File: src/rtl/serial_adder_pkg.sv
`default_nettype none
// ============================================================================
// Module      : serial_adder_pkg
// Description : Shared definitions for the bit-serial adder: FSM state
//               encoding and the default operand width.
// Revision    : 1.0 - initial release
// ============================================================================
package serial_adder_pkg;

  // Operand/result width used when the instantiating code gives none.
  localparam int DEFAULT_WIDTH = 8;

  // Controller states. The encoding is fixed so that it can be decoded
  // from a waveform without symbol information.
  typedef enum logic [1:0] {
    IDLE  = 2'd0,
    SHIFT = 2'd1,
    DONE  = 2'd2
  } state_e;

endpackage : serial_adder_pkg
`default_nettype wire

File: src/rtl/serial_adder_full_adder.sv
`default_nettype none
// ============================================================================
// Module      : full_adder
// Description : 1-bit full-adder cell; the only arithmetic element of the
//               bit-serial adder.
// Ports       : a, b, ci  - addend bits and carry-in
//               s         - sum bit
//               co        - carry-out
// Revision    : 1.0 - initial release
// ============================================================================
module full_adder (
  input  logic a,
  input  logic b,
  input  logic ci,
  output logic s,
  output logic co
);

  assign s  = a ^ b ^ ci;
  assign co = (a & b) | (ci & (a ^ b));

endmodule : full_adder
`default_nettype wire

File: src/rtl/serial_adder.sv
`default_nettype none
// ============================================================================
// Module      : serial_adder
// Description : Bit-serial two's-complement adder. An operation is accepted
//               with a valid/ready handshake, processed one bit per clock
//               through a single full-adder cell (LSB first), and presented
//               with a valid/ready handshake until the consumer takes it.
//               One operation completes every WIDTH+2 cycles at best.
// Parameters  : WIDTH        - operand/result width in bits (2..64)
// Ports       : clk          - clock, rising edge
//               rst          - asynchronous active-high reset
//               start_valid  - requester presents an operation
//               start_ready  - block can accept (IDLE and not in reset)
//               op_a, op_b   - addends, sampled at accept
//               cin          - carry-in, sampled at accept
//               sub          - (SERIAL_ADDER_SUB_EN only) subtract op_b
//               result       - registered sum
//               cout         - registered carry-out of the MSB
//               ovf          - registered two's-complement overflow
//               done_valid   - result/cout/ovf are valid
//               done_ready   - consumer takes the result
// Macro       : SERIAL_ADDER_SUB_EN - adds the sub port; sub=1 computes
//               op_a - op_b (cin ignored), cout then means "no borrow".
// Revision    : 1.0 - initial release
// ============================================================================
module serial_adder
  import serial_adder_pkg::*;
#(
  parameter int WIDTH = DEFAULT_WIDTH
) (
  input  logic             clk,
  input  logic             rst,
  input  logic             start_valid,
  output logic             start_ready,
  input  logic [WIDTH-1:0] op_a,
  input  logic [WIDTH-1:0] op_b,
  input  logic             cin,
`ifdef SERIAL_ADDER_SUB_EN
  input  logic             sub,
`endif
  output logic [WIDTH-1:0] result,
  output logic             cout,
  output logic             ovf,
  output logic             done_valid,
  input  logic             done_ready
);

  // Counter must be able to hold WIDTH after the last bit is processed.
  localparam int CNT_W = $clog2(WIDTH + 1);

  localparam logic [CNT_W-1:0] LAST_BIT    = CNT_W'(WIDTH - 1);
  localparam logic [CNT_W-1:0] PENULT_BIT  = CNT_W'(WIDTH - 2);
  localparam logic [CNT_W-1:0] CNT_ONE     = CNT_W'(1);

  state_e            state_q, state_d;
  logic [WIDTH-1:0]  a_q, a_d;
  logic [WIDTH-1:0]  b_q, b_d;
  logic [WIDTH-1:0]  res_q, res_d;
  logic [CNT_W-1:0]  cnt_q, cnt_d;
  logic              carry_q, carry_d;
  logic              c_msb_q, c_msb_d;   // carry into bit WIDTH-1
  logic              cout_q, cout_d;
  logic              ovf_q, ovf_d;

  logic              fa_sum;
  logic              fa_co;

  logic [WIDTH-1:0]  b_load;
  logic              carry_load;

  // --------------------------------------------------------------------------
  // Operand conditioning at accept. Subtraction is a + ~b + 1, so the
  // inverted addend and a forced carry-in are all that is needed.
  // --------------------------------------------------------------------------
`ifdef SERIAL_ADDER_SUB_EN
  assign b_load     = sub ? ~op_b : op_b;
  assign carry_load = sub ? 1'b1  : cin;
`else
  assign b_load     = op_b;
  assign carry_load = cin;
`endif

  // --------------------------------------------------------------------------
  // Single arithmetic cell, fed from the LSBs of the operand shifters.
  // --------------------------------------------------------------------------
  full_adder u_full_adder (
    .a  (a_q[0]),
    .b  (b_q[0]),
    .ci (carry_q),
    .s  (fa_sum),
    .co (fa_co)
  );

  // --------------------------------------------------------------------------
  // Next-state and datapath logic
  // --------------------------------------------------------------------------
  always_comb begin
    state_d = state_q;
    a_d     = a_q;
    b_d     = b_q;
    res_d   = res_q;
    cnt_d   = cnt_q;
    carry_d = carry_q;
    c_msb_d = c_msb_q;
    cout_d  = cout_q;
    ovf_d   = ovf_q;

    case (state_q)
      IDLE: begin
        // start_ready is IDLE & ~rst; an edge only happens here with rst
        // low, so start_valid alone qualifies the accept.
        if (start_valid) begin
          a_d     = op_a;
          b_d     = b_load;
          carry_d = carry_load;
          cnt_d   = '0;
          c_msb_d = 1'b0;
          state_d = SHIFT;
        end
      end

      SHIFT: begin
        a_d     = {1'b0, a_q[WIDTH-1:1]};
        b_d     = {1'b0, b_q[WIDTH-1:1]};
        // Sum bits enter at the MSB so that after WIDTH shifts bit 0 of the
        // sum has reached result[0].
        res_d   = {fa_sum, res_q[WIDTH-1:1]};
        carry_d = fa_co;
        cnt_d   = cnt_q + CNT_ONE;

        // The carry out of bit WIDTH-2 is the carry into the sign bit.
        if (cnt_q == PENULT_BIT) begin
          c_msb_d = fa_co;
        end

        if (cnt_q == LAST_BIT) begin
          cout_d  = fa_co;
          ovf_d   = c_msb_q ^ fa_co;
          state_d = DONE;
        end
      end

      DONE: begin
        if (done_ready) begin
          state_d = IDLE;
        end
      end

      default: begin
        state_d = IDLE;
      end
    endcase
  end

  // --------------------------------------------------------------------------
  // State registers
  // --------------------------------------------------------------------------
  always_ff @(posedge clk or posedge rst) begin
    if (rst) begin
      state_q <= IDLE;
      a_q     <= '0;
      b_q     <= '0;
      res_q   <= '0;
      cnt_q   <= '0;
      carry_q <= 1'b0;
      c_msb_q <= 1'b0;
      cout_q  <= 1'b0;
      ovf_q   <= 1'b0;
    end else begin
      state_q <= state_d;
      a_q     <= a_d;
      b_q     <= b_d;
      res_q   <= res_d;
      cnt_q   <= cnt_d;
      carry_q <= carry_d;
      c_msb_q <= c_msb_d;
      cout_q  <= cout_d;
      ovf_q   <= ovf_d;
    end
  end

  // --------------------------------------------------------------------------
  // Outputs
  // --------------------------------------------------------------------------
  // rst is included so that ready drops the moment reset asserts rather
  // than at the next edge.
  assign start_ready = (state_q == IDLE) && !rst;
  assign done_valid  = (state_q == DONE);
  assign result      = res_q;
  assign cout        = cout_q;
  assign ovf         = ovf_q;

endmodule : serial_adder
`default_nettype wire

File: config.mk
export PLATFORM = sky130hd
export DESIGN_NAME = serial_adder
export DESIGN_NICKNAME = d
export VERILOG_FILES = /design/src/rtl/serial_adder_pkg.sv /design/src/rtl/serial_adder_full_adder.sv /design/src/rtl/serial_adder.sv
export SDC_FILE = /design/constraint.sdc
export NUM_CORES = 1
export LEC_CHECK = 0
export CORE_MARGIN = 2
export CORE_UTILIZATION = 45
export CTS_CLUSTER_SIZE = 12
export DETAILED_ROUTE_END_ITERATION = 16
export PLACE_DENSITY_LB_ADDON = 0.05
export SLEW_MARGIN = 20
export SYNTH_ARGS = -nofsm -noshare
export SYNTH_HDL_FRONTEND = slang
export SYNTH_SLANG_ARGS = --single-unit
File: constraint.sdc
create_clock -name clk -period 1.33 [get_ports clk]
set_input_delay 0.266 -clock clk [delete_from_list [all_inputs] [get_ports clk]]
set_output_delay 0.266 -clock clk [all_outputs]
set_load 0.01 [all_outputs]
==> metrics.md <==
| Metric | Value |
|---|---|
| Total power | 4.68 mW |
| Peak supply drop | 1.05 mV |
| Mapped Avg Cell Area | 10.4 µm² |
| Failing checks | setup timing |
| Final Setup Violations | 7 |
| Fin Clk Skew | 9.43 ps |
| Synth cell types | 34 |
| First-pass GRT wire length | 5.44 mm |
| Cells after Synth | between 150 and 200 |
| Compound-Gate Fraction of Synth Area | 10.5% |
| CP Max Fanout | 7 |
| Ant. Diodes | 0 |
| Most frequent cell after synthesis | nand2_1 |
| Vias in the first global route | 1235 |
| Mux cell area share after synthesis | 11.0% |
| CORE AREA | 3420 µm² |
| # clock sinks | 34 |
| Layout area overhead | 37.5% |
| Final worst path period need | about 1400 ps |
| Placed cell area | 2070 µm² |
| Worst setup margin | -72.0 ps |
| Root buffer cell | clkbuf_4 |
| CTS Buffer Depth | 2 |
| RSZ-0062 raised after global routing | true |
| Post-synth top cells | 43 x nand2_1, 34 x dfrtp_1, 16 x o21ai_0 |
| Fillers | 285 |
| CTS H-Tree Depth | 2 |
| Post-Synth XOR/XNOR Area | 0.534% |
| WP data arrival | around 1600 ps |
| Worst Setup EP | ovf |
| Critical path endpoint category | flop |
| Gr usage total | ~17% |
| Reg2Reg Launch Point | state_q[0] |
| Simple-Gate Fraction of Synth Area | 15.9% |
| Number of flops mapped to enable cells by yosys | 0 |
| Min Hold Slack | 308 ps |
| DR DRC count | 0 |
| Post-DP HPWL | about 2.2 mm |
| Max Cap Viol | 0 |
| CP startpoint | state_q[0] |
| Worst hold path class | in2async |
| I/O Buffers | 32 |
| Cell area after synthesis | 1640 µm² |
| Total congestion overflow | 0 |
| P_leak | 1.13 nW |
| CP Launch Type | flop |
| Worst endpoint required time | 1560 ps |
| Placed Cells | 243 |
| Multi-input gate area | approximately 700 µm² |
| Pwr/cell area | 2080 nW/µm² |
| Post-Synth Adder-Cell Area | 2.75% |
| Largest net degree at the start of global routing | 35 |
| Placer Congestion | about 0.73 |
| Worst reg2reg setup slack | -70 ps |
| Final WL | 3.12 mm |
| Reg2reg path depth | 4 |
| Slew Limit Headroom | 83.0% |
| Async SR Flop Fraction | 100% |
| Routed WL per cell | between 10 and 15 µm |
| Initial antenna violation count | 0 |
| Synth area leader | dfrtp_1 |
| Finished Cell Area | ~2300 µm² |
| Vias per cell | slightly below 5 |
| Register area | 852 µm² |
| CTS Buf Count | 5 |
| Worst-Skew Late Latency | about 330 ps |
| Syn. warnings | 0 |
| Status | finished, violations left |
| Layout cells sized above 1 | 23.5% |
| Post-route ant nets | 0 |
| Top cells by area, synth | dfrtp_1 52%, nand2_1 9.8%, mux2i_1 9.2% |
| Final period util | 105% |
| Setup CP Type | reg2reg |
| Die area | just over 4000 µm² |
| Post-synthesis register bit count | 34 |
| Final Hold Viols | 0 |
| Measured slew at the worst slew-check pin | 255 ps |
| Share of Yosys cell area claimed by the top area cell type | approximately half |
| Clk slew on worst S/H paths | 100 ps |
| Dominant synthesized flop cell | dfrtp_1 |
| Fin nets | 238 |
| Main combinational cell family by area after synthesis | simple AND/OR/NAND/NOR gates |
| Routed vias | approximately 1.3k |
| Site Rows | 21 |
| Seq/Total Area, Yosys | 51.9% |
| Slew Limit Fails | 0 |
| Iteration-0 DRC Markers | 52 |
| RR Endpoint | ovf |
| Initial core utilization | 48.0% |
| Post-Layout Cell Count | 259 |
| Net Count, Synth | 181 |
| Drt first pass iters | 3 |
| Fmax | 713 MHz |
| DIE WIDTH | around 64 µm |
| CTS tree | yes |
| IO Pins | 33 |
| Die height | 64.4 µm |
==> sequential cells by signal (all words and copies together) (netlist names) <==
signal,count
c_msb_q,1
cout,1
b_q,8
result,8
ovf,1
state_q,2
a_q,8
carry_q,1
cnt_q,4
==> repair_timing <==
item	CTS	global route
pin swaps	2	2
gates resized for setup	29	11
setup buffers	2	8
setup endpoints to repair	21	38
hold buffers	0	0
==> final cells by class <==
class	instances	area share (%)
repair buffers	59	24.7
inverters	8	1.33
well taps	46	2.55
multi-input cells	106	31.3
clock buffers	6	2.27
flip-flops and latches	34	37.8
==> through the flow <==
step	worst slack, ps	setup TNS [ps]	util (%)
floorplan	2.53	0	-
global placement	-314	-2700	60.7
detailed placement	-302	-3200	60.7
CTS	-112	-339	63.1
global route	-117	-1920	66.0
finish	-72.0	-247	66.0
==> placed cells by master, fill, tap and decap left out, types with 2 or more instances in the layout <==
cell type	count
a21oi_1	2
o21ai_0	12
inv_1	8
clkdlybuf4s50_1	20
nand2_1	43
buf_2	2
buf_4	17
mux2_4	2
clkbuf_4	5
o21ai_1	5
a22oi_1	2
clkdlybuf4s15_1	2
ha_1	2
dfrtp_1	33
buf_12	2
nand3_1	2
mux2i_1	14
dlygate4sd2_1	8
buf_6	8
==> logic make-up after synthesis <==
logic type | Yosys count
simple gates | 56
flops | 34
compound gates | 29
buf+inv | 17
mux | 17
fa+ha+maj | 3
xor+xnor | 1
==> critical path, cell delays in order (launching register included) <==
cell,delay [ps]
dfrtp_2,440
buf_6,150
and3b_4,200
and3_4,210
mux2_4,300
==> per-layer routing <==
| layer | vias to the layer above | routed length [µm] | GRT usage (%) |
|---|---|---|---|
| li1 | 640 | - | - |
| met1 | 587 | 1380 | 20.6 |
| met2 | 29 | 1530 | 29.4 |
| met3 | 9 | 145 | 5.11 |
| met4 | 0 | 74 | 7.18 |
| met5 | - | 0 | 0 |
==> power breakdown <==
group          internal, mW  leakage [nW]  switching, mW
Combinational          1.31         0.671           1.04
Clock                 0.238        0.0302          0.314
Sequential             1.48         0.428          0.293
==> how the worst min path moves through the flow <==
| stage | from | slack, ps | endpoint | depth (start not counted) |
|---|---|---|---|---|
| 6_report | rst | 310 | state_q[1] | 3 |
| 5_1_grt | rst | 350 | state_q[1] | 3 |
| 4_1_cts | rst | 290 | state_q[1] | 3 |
| 3_5_place_dp | result[0] | 470 | result[0] | 2 |
| 3_3_place_gp | result[0] | 460 | result[0] | 2 |
| 2_1_floorplan | rst | 410 | a_q[0] | 1 |
(Power assumes the default switching activity.)
